### src/rtl/bus_arb_decoder_pkg.sv
// Shared types and constants for the two-master bus arbiter / address decoder.
// Optional feature macro: BUS_DECERR_EN (decode-error pulse output).
package bus_arb_decoder_pkg;

   localparam int unsigned ADDR_W  = 32;
   localparam int unsigned NUM_SLV = 5;
   localparam int unsigned GNT_W   = 2;

   typedef logic [NUM_SLV-1:0] sel_t;

   // One-hot slave selects: bit4 = slave0 ... bit0 = slave4
   localparam sel_t SEL_NONE = 5'b00000;
   localparam sel_t SEL_S0   = 5'b10000;
   localparam sel_t SEL_S1   = 5'b01000;
   localparam sel_t SEL_S2   = 5'b00100;
   localparam sel_t SEL_S3   = 5'b00010;
   localparam sel_t SEL_S4   = 5'b00001;

   // State encoding doubles as the one-hot grant vector
   typedef enum logic [GNT_W-1:0] {
      ST_IDLE = 2'b00,
      ST_GNT0 = 2'b01,
      ST_GNT1 = 2'b10
   } state_e;

   // Request payload of one master
   typedef struct packed {
      logic              req;
      logic [ADDR_W-1:0] addr;
   } mreq_t;

endpackage

### src/rtl/bus_arb_decoder_if.sv
// Master request / grant / slave-select bundle of the bus front end.
interface bus_arb_decoder_if;
   import bus_arb_decoder_pkg::*;

   logic              m0_req;
   logic [ADDR_W-1:0] m0_addr;
   logic              m1_req;
   logic [ADDR_W-1:0] m1_addr;
   logic [GNT_W-1:0]  m_grant;
   sel_t              s_sel;
   sel_t              rd_sel;
   logic              dec_err;

   // Masters drive requests and observe grant/selects
   modport master (
      output m0_req, m0_addr, m1_req, m1_addr,
      input  m_grant, s_sel, rd_sel, dec_err
   );

   // The arbiter/decoder consumes requests and produces grant/selects
   modport slave (
      input  m0_req, m0_addr, m1_req, m1_addr,
      output m_grant, s_sel, rd_sel, dec_err
   );

endinterface

### src/rtl/bus_arb_decoder_addr_decode.sv
// Combinational base/mask address decoder; lowest-numbered slave wins on overlap.
module addr_decode
   import bus_arb_decoder_pkg::*;
#(
   parameter logic [ADDR_W-1:0] S0_BASE = 32'h0000_0000,
   parameter logic [ADDR_W-1:0] S0_MASK = 32'hFFFF_F800,
   parameter logic [ADDR_W-1:0] S1_BASE = 32'h0000_7000,
   parameter logic [ADDR_W-1:0] S1_MASK = 32'hFFFF_FF00,
   parameter logic [ADDR_W-1:0] S2_BASE = 32'h0000_7100,
   parameter logic [ADDR_W-1:0] S2_MASK = 32'hFFFF_FF00,
   parameter logic [ADDR_W-1:0] S3_BASE = 32'h0000_7200,
   parameter logic [ADDR_W-1:0] S3_MASK = 32'hFFFF_FF00,
   parameter logic [ADDR_W-1:0] S4_BASE = 32'h0000_7300,
   parameter logic [ADDR_W-1:0] S4_MASK = 32'hFFFF_FF00
) (
   input  logic [ADDR_W-1:0] addr,
   input  logic              en,
   output sel_t              sel
);

   // Priority match keeps the result one-hot or zero
   always_comb begin
      sel = SEL_NONE;
      if (en) begin
         if      ((addr & S0_MASK) == S0_BASE) sel = SEL_S0;
         else if ((addr & S1_MASK) == S1_BASE) sel = SEL_S1;
         else if ((addr & S2_MASK) == S2_BASE) sel = SEL_S2;
         else if ((addr & S3_MASK) == S3_BASE) sel = SEL_S3;
         else if ((addr & S4_MASK) == S4_BASE) sel = SEL_S4;
      end
   end

endmodule

### src/rtl/dff_r.sv
// Generic W-bit register with asynchronous active-low reset to zero.
module dff_r #(
   parameter int unsigned W = 1
) (
   input  logic         clk,
   input  logic         reset_n,
   input  logic [W-1:0] d,
   output logic [W-1:0] q
);

   logic [W-1:0] q_q;

   // Capture d every edge; clear on reset
   always_ff @(posedge clk or negedge reset_n) begin
      if (!reset_n) q_q <= '0;
      else          q_q <= d;
   end

   assign q = q_q;

endmodule

### src/rtl/bus_arb_decoder.sv
// Two-master fixed-priority arbiter (no preemption) with one-hot slave decode.
// s_sel is the address-phase select; rd_sel is its registered data-phase copy.
// Optional feature macro: BUS_DECERR_EN adds a registered decode-error pulse.
module bus_arb_decoder
   import bus_arb_decoder_pkg::*;
#(
   parameter logic [ADDR_W-1:0] S0_BASE = 32'h0000_0000,
   parameter logic [ADDR_W-1:0] S0_MASK = 32'hFFFF_F800,
   parameter logic [ADDR_W-1:0] S1_BASE = 32'h0000_7000,
   parameter logic [ADDR_W-1:0] S1_MASK = 32'hFFFF_FF00,
   parameter logic [ADDR_W-1:0] S2_BASE = 32'h0000_7100,
   parameter logic [ADDR_W-1:0] S2_MASK = 32'hFFFF_FF00,
   parameter logic [ADDR_W-1:0] S3_BASE = 32'h0000_7200,
   parameter logic [ADDR_W-1:0] S3_MASK = 32'hFFFF_FF00,
   parameter logic [ADDR_W-1:0] S4_BASE = 32'h0000_7300,
   parameter logic [ADDR_W-1:0] S4_MASK = 32'hFFFF_FF00
) (
   input  logic              clk,
   input  logic              reset_n,
   bus_arb_decoder_if.slave  bus
);

   state_e state_q, state_d;
   mreq_t  gnt_req;
   sel_t   s_sel_c;
   sel_t   rd_sel_q;

   // Arbitration state register
   always_ff @(posedge clk or negedge reset_n) begin
      if (!reset_n) state_q <= ST_IDLE;
      else          state_q <= state_d;
   end

   // Next state: m0 priority from idle, tenure held until release, direct handoff
   always_comb begin
      state_d = state_q;
      unique case (state_q)
         ST_IDLE: begin
            if      (bus.m0_req) state_d = ST_GNT0;
            else if (bus.m1_req) state_d = ST_GNT1;
         end
         ST_GNT0: begin
            if (!bus.m0_req) state_d = bus.m1_req ? ST_GNT1 : ST_IDLE;
         end
         ST_GNT1: begin
            if (!bus.m1_req) state_d = bus.m0_req ? ST_GNT0 : ST_IDLE;
         end
         default: state_d = ST_IDLE;
      endcase
   end

   // Select the granted master's request; an ungranted bus decodes nothing
   always_comb begin
      gnt_req = '0;
      unique case (state_q)
         ST_GNT0: gnt_req = '{req: bus.m0_req, addr: bus.m0_addr};
         ST_GNT1: gnt_req = '{req: bus.m1_req, addr: bus.m1_addr};
         default: gnt_req = '0;
      endcase
   end

   addr_decode #(
      .S0_BASE (S0_BASE), .S0_MASK (S0_MASK),
      .S1_BASE (S1_BASE), .S1_MASK (S1_MASK),
      .S2_BASE (S2_BASE), .S2_MASK (S2_MASK),
      .S3_BASE (S3_BASE), .S3_MASK (S3_MASK),
      .S4_BASE (S4_BASE), .S4_MASK (S4_MASK)
   ) u_addr_decode (
      .addr (gnt_req.addr),
      .en   (gnt_req.req),
      .sel  (s_sel_c)
   );

   dff_r #(.W(NUM_SLV)) u_rd_sel (
      .clk     (clk),
      .reset_n (reset_n),
      .d       (s_sel_c),
      .q       (rd_sel_q)
   );

`ifdef BUS_DECERR_EN
   logic dec_err_q, dec_err_d;

   // Flag an active granted request that hit no slave
   always_comb begin
      dec_err_d = gnt_req.req && (s_sel_c == SEL_NONE);
   end

   // One-cycle decode-error pulse register
   always_ff @(posedge clk or negedge reset_n) begin
      if (!reset_n) dec_err_q <= 1'b0;
      else          dec_err_q <= dec_err_d;
   end

   assign bus.dec_err = dec_err_q;
`else
   assign bus.dec_err = 1'b0;
`endif

   assign bus.m_grant = GNT_W'(state_q);
   assign bus.s_sel   = s_sel_c;
   assign bus.rd_sel  = rd_sel_q;

endmodule

### src/flat_wrapper.sv
// flat-port wrapper written by rule: the top's interface ports become plain ports
module bus_arb_decoder_flat import bus_arb_decoder_pkg::*;
#(
   parameter logic [ADDR_W-1:0] S0_BASE = 32'h0000_0000,
   parameter logic [ADDR_W-1:0] S0_MASK = 32'hFFFF_F800,
   parameter logic [ADDR_W-1:0] S1_BASE = 32'h0000_7000,
   parameter logic [ADDR_W-1:0] S1_MASK = 32'hFFFF_FF00,
   parameter logic [ADDR_W-1:0] S2_BASE = 32'h0000_7100,
   parameter logic [ADDR_W-1:0] S2_MASK = 32'hFFFF_FF00,
   parameter logic [ADDR_W-1:0] S3_BASE = 32'h0000_7200,
   parameter logic [ADDR_W-1:0] S3_MASK = 32'hFFFF_FF00,
   parameter logic [ADDR_W-1:0] S4_BASE = 32'h0000_7300,
   parameter logic [ADDR_W-1:0] S4_MASK = 32'hFFFF_FF00
)
  (clk, reset_n, bus_m0_req, bus_m0_addr, bus_m1_req, bus_m1_addr, bus_m_grant, bus_s_sel, bus_rd_sel, bus_dec_err);
  bus_arb_decoder_if bus_i ();
  input  logic clk;
  input  logic reset_n;
  input wire logic [$bits(bus_i.m0_req)-1:0] bus_m0_req;
  input wire logic [$bits(bus_i.m0_addr)-1:0] bus_m0_addr;
  input wire logic [$bits(bus_i.m1_req)-1:0] bus_m1_req;
  input wire logic [$bits(bus_i.m1_addr)-1:0] bus_m1_addr;
  output wire logic [$bits(bus_i.m_grant)-1:0] bus_m_grant;
  output wire logic [$bits(bus_i.s_sel)-1:0] bus_s_sel;
  output wire logic [$bits(bus_i.rd_sel)-1:0] bus_rd_sel;
  output wire logic [$bits(bus_i.dec_err)-1:0] bus_dec_err;
  assign bus_i.m0_req = bus_m0_req;
  assign bus_i.m0_addr = bus_m0_addr;
  assign bus_i.m1_req = bus_m1_req;
  assign bus_i.m1_addr = bus_m1_addr;
  assign bus_m_grant = bus_i.m_grant;
  assign bus_s_sel = bus_i.s_sel;
  assign bus_rd_sel = bus_i.rd_sel;
  assign bus_dec_err = bus_i.dec_err;
  bus_arb_decoder #(.S0_BASE(S0_BASE), .S0_MASK(S0_MASK), .S1_BASE(S1_BASE), .S1_MASK(S1_MASK), .S2_BASE(S2_BASE), .S2_MASK(S2_MASK), .S3_BASE(S3_BASE), .S3_MASK(S3_MASK), .S4_BASE(S4_BASE), .S4_MASK(S4_MASK)) u_core (.clk(clk), .reset_n(reset_n), .bus(bus_i));
endmodule
### config.mk
export PLATFORM = sky130hd
export DESIGN_NAME = bus_arb_decoder_flat
export DESIGN_NICKNAME = d
export VERILOG_FILES = /design/src/rtl/bus_arb_decoder_pkg.sv /design/src/rtl/bus_arb_decoder_if.sv /design/src/rtl/bus_arb_decoder_addr_decode.sv /design/src/rtl/dff_r.sv /design/src/rtl/bus_arb_decoder.sv /design/src/flat_wrapper.sv
export SDC_FILE = /design/constraint.sdc
export NUM_CORES = 1
export LEC_CHECK = 0
export ABC_AREA = 1
export ABC_CLOCK_PERIOD_IN_PS = 2800
export CAP_MARGIN = 20
export CORE_ASPECT_RATIO = 0.75
export CORE_MARGIN = 5
export CORE_UTILIZATION = 35
export DETAILED_ROUTE_END_ITERATION = 8
export PLACE_DENSITY = 0.88
export SYNTH_ARGS = -nofsm -noshare
export SYNTH_HDL_FRONTEND = slang
export SYNTH_HIERARCHICAL = 1
export SYNTH_SLANG_ARGS = --single-unit
### constraint.sdc
create_clock -name clk -period 2.8 [get_ports clk]
set_clock_uncertainty 0.05 [all_clocks]
set_input_delay 0.56 -clock clk [delete_from_list [all_inputs] [get_ports clk]]
set_output_delay 0.56 -clock clk [all_outputs]
set_load 0.005 [all_outputs]
==> impl_metrics.yaml <==
synth:
  syn-num-nets: 249
  avgSynthCellArea_um2: 5.782
  synthesis.area_um2: 1023
  synth_cells: 177
  yosys_warnings: 6
placement:
  dp_slack_ns: -0.2963
  placed_area_um2: 1767
  portBuffers: 63
  place.gp.congestion: 0.7646
  hpwl_um: 2612
setup_path:
  crit_type: "flip-flop to output pin"
  critPathBufInv: 4
  path_cells: "inv_2, ha_4, buf_12, nand2_1, a21oi_4, nand2_2, nor3_2, buf_4, nand2_4, nor2_2, nand2_1, nor2_2, buf_2"
  cp.required_ns: 2.19
  worstSetupStartpointType: "flip-flop"
  cp_top_family: "simple AND/OR/NAND/NOR gates"
  critPathArrivalTime_ns: 2.31
  max_stage_delay_ns: 0.40
  critical-path-slowest-cell: "dfrtp_1"
  critPathMaxFanout: 12
  critPathCaptureType: "output pin"
  r2r_setup_slack_ns: 0.57
grt:
  grt.total_usage: 0.1721
  antenna_found_initial: 0
  grt_pass1_vias: 1348
  grt_max_degree: 25
  overflow: 0
  grt_pass1_wl_um: 5699
timing:
  drv_slew: 0
  whs_ns: 0.5349
  setup_ws_ns: -0.1221
  fin_crit_sh: 1.044
  rsz0062_at_grt: "yes"
  fmax_ghz: 0.3422
  finalHoldViolCount: 0
  setup_tns_ns: -0.3216
  post-route-min-period_ns: 2.922
  setup_viol: 4
flow_run:
  drv_cap: 0
floorplan:
  boundaryPins: 81
  fp.dieW_um: 72.44
  start_util: 0.3564
  rows: 17
  core_um2: 2872
  die-area_um2: 4117
  die-height_um: 56.83
clock_tree:
  htree_levels: 1
  clock-sinks: 7
  clock_latency_ns: 0.23
  numCtsBuffers: 3
  cts_buffer_depth: 2
  path_clk_slew_ns: 0.04
  cts_tree: "done"
  cts-root-buf: "clkbuf_8"
final_layout:
  seq_area_um2: 175.2
  fill_cells: 211
  multi_input_area_um2: 818.3
  design_area_um2: 2176
  diodes: 0
  drive_above_1_share: 0.3358
  fin_nets: 344
  area_delta_synth_final_pct: 112.6
detailed_routing:
  routedWlPerCell_um: 13.96
  totalWireLength_um: 4314
  drcViolationCount: 0
  ant_nets: 0
  vias: 1468
  drtIter0Drc: 144
  firstDrtPassIters: 4
  routed_via_density: 4.751
power_and_ir_drop:
  pwr_density_cell_nw_per_um2: 923.8
  ir_drop_mv: 0.4173
  p_leak_uw: 0.0009120
run_status:
  status: "complete, but fails checks"
  violations: "setup timing"
hold_path:
  hold_path_class: "input port to async pin"
per-layer routing:
metal	wire (um)	vias up	track usage
met5	0	-	0
li1	-	732	-
met4	123	0	0.05000
met3	366	18	0.03936
met1	1707	627	0.1910
met2	2116	91	0.3217
worst paths after layout:
check,depth (start not counted),from,end
max,13,u_core/bus.m_grant[0],bus_s_sel[1]
min,1,reset_n,u_core/u_rd_sel/q[4]
max reg2reg,13,u_core/bus.m_grant[0],u_core/u_rd_sel/q[0]
min reg2reg,4,u_core/bus.m_grant[0],u_core/bus.m_grant[0]
max in group asynchronous,1,reset_n,u_core/u_rd_sel/q[1]
min in group clk,4,u_core/bus.m_grant[0],u_core/bus.m_grant[0]
repair_timing:
| item | in CTS | in global routing |
|---|---|---|
| setup endpoints to repair | 5 | 5 |
| pin swaps | 6 | 19 |
| resized for setup | 20 | 44 |
| hold buffers | 0 | 0 |
| buffers inserted | 8 | 8 |
| cloned | 0 | 4 |
flip-flops by register name, summed over array words and instances (netlist names):
name	count
u_core/u_rd_sel/q	5
u_core/bus.m_grant	2
cell usage in the layout (no fill, tap or decap):
| cell type | count |
|---|---|
| nor2_2 | 7 |
| nor2_1 | 17 |
| ha_4 | 3 |
| buf_8 | 1 |
| nand2_2 | 10 |
| nand3_2 | 2 |
| buf_6 | 4 |
| clkdlybuf4s50_1 | 58 |
| nor2_4 | 2 |
| inv_6 | 1 |
| clkbuf_1 | 1 |
| inv_1 | 8 |
| nand2_1 | 65 |
| nand3_1 | 4 |
| conb_1 | 1 |
| buf_4 | 27 |
| clkbuf_2 | 2 |
| dfrtp_1 | 7 |
| a21oi_2 | 4 |
| a21oi_1 | 16 |
| clkbuf_8 | 3 |
| and2_1 | 1 |
| buf_12 | 3 |
| nand2_4 | 1 |
| ha_1 | 1 |
| nand4_1 | 1 |
| clkbuf_16 | 4 |
| a21oi_4 | 5 |
| inv_2 | 6 |
| nor3_2 | 3 |
| buf_2 | 3 |
report_power, final:
part / internal [uW] / switching (uW)
sequential: 116 / 15.1
combinational: 879 / 855
clock: 98.7 / 46.2
total: 1090 / 916
cell type report:
cell class                 count  share of cell area
inverter                      15             0.02818
multi-input combinational    143              0.3761
timing repair buffer         102              0.4727
sequential                     7             0.08051
tap                           38             0.02185
clock buffer                   4             0.02070
worst register-to-register path: cells and delay by family (launching register included):
kind                     cells  cell delay, ns
AO/OA/AOI/OAI                1            0.07
adder cells (fa/ha/maj)      1            0.19
buffers and inverters        5            0.74
flip-flops                   1            0.40
AND/OR/NAND/NOR              6            0.72
metrics by stage:
step	util	cells	power, uW
2_1_floorplan	-	177	846.7
3_3_place_gp	0.6153	286	1159
3_5_place_dp	0.6153	286	1180
4_1_cts	0.6649	298	1497
5_1_grt	0.7577	309	2146
6_report	0.7577	309	2010
Note: power is estimated with default switching activity, not from simulation.
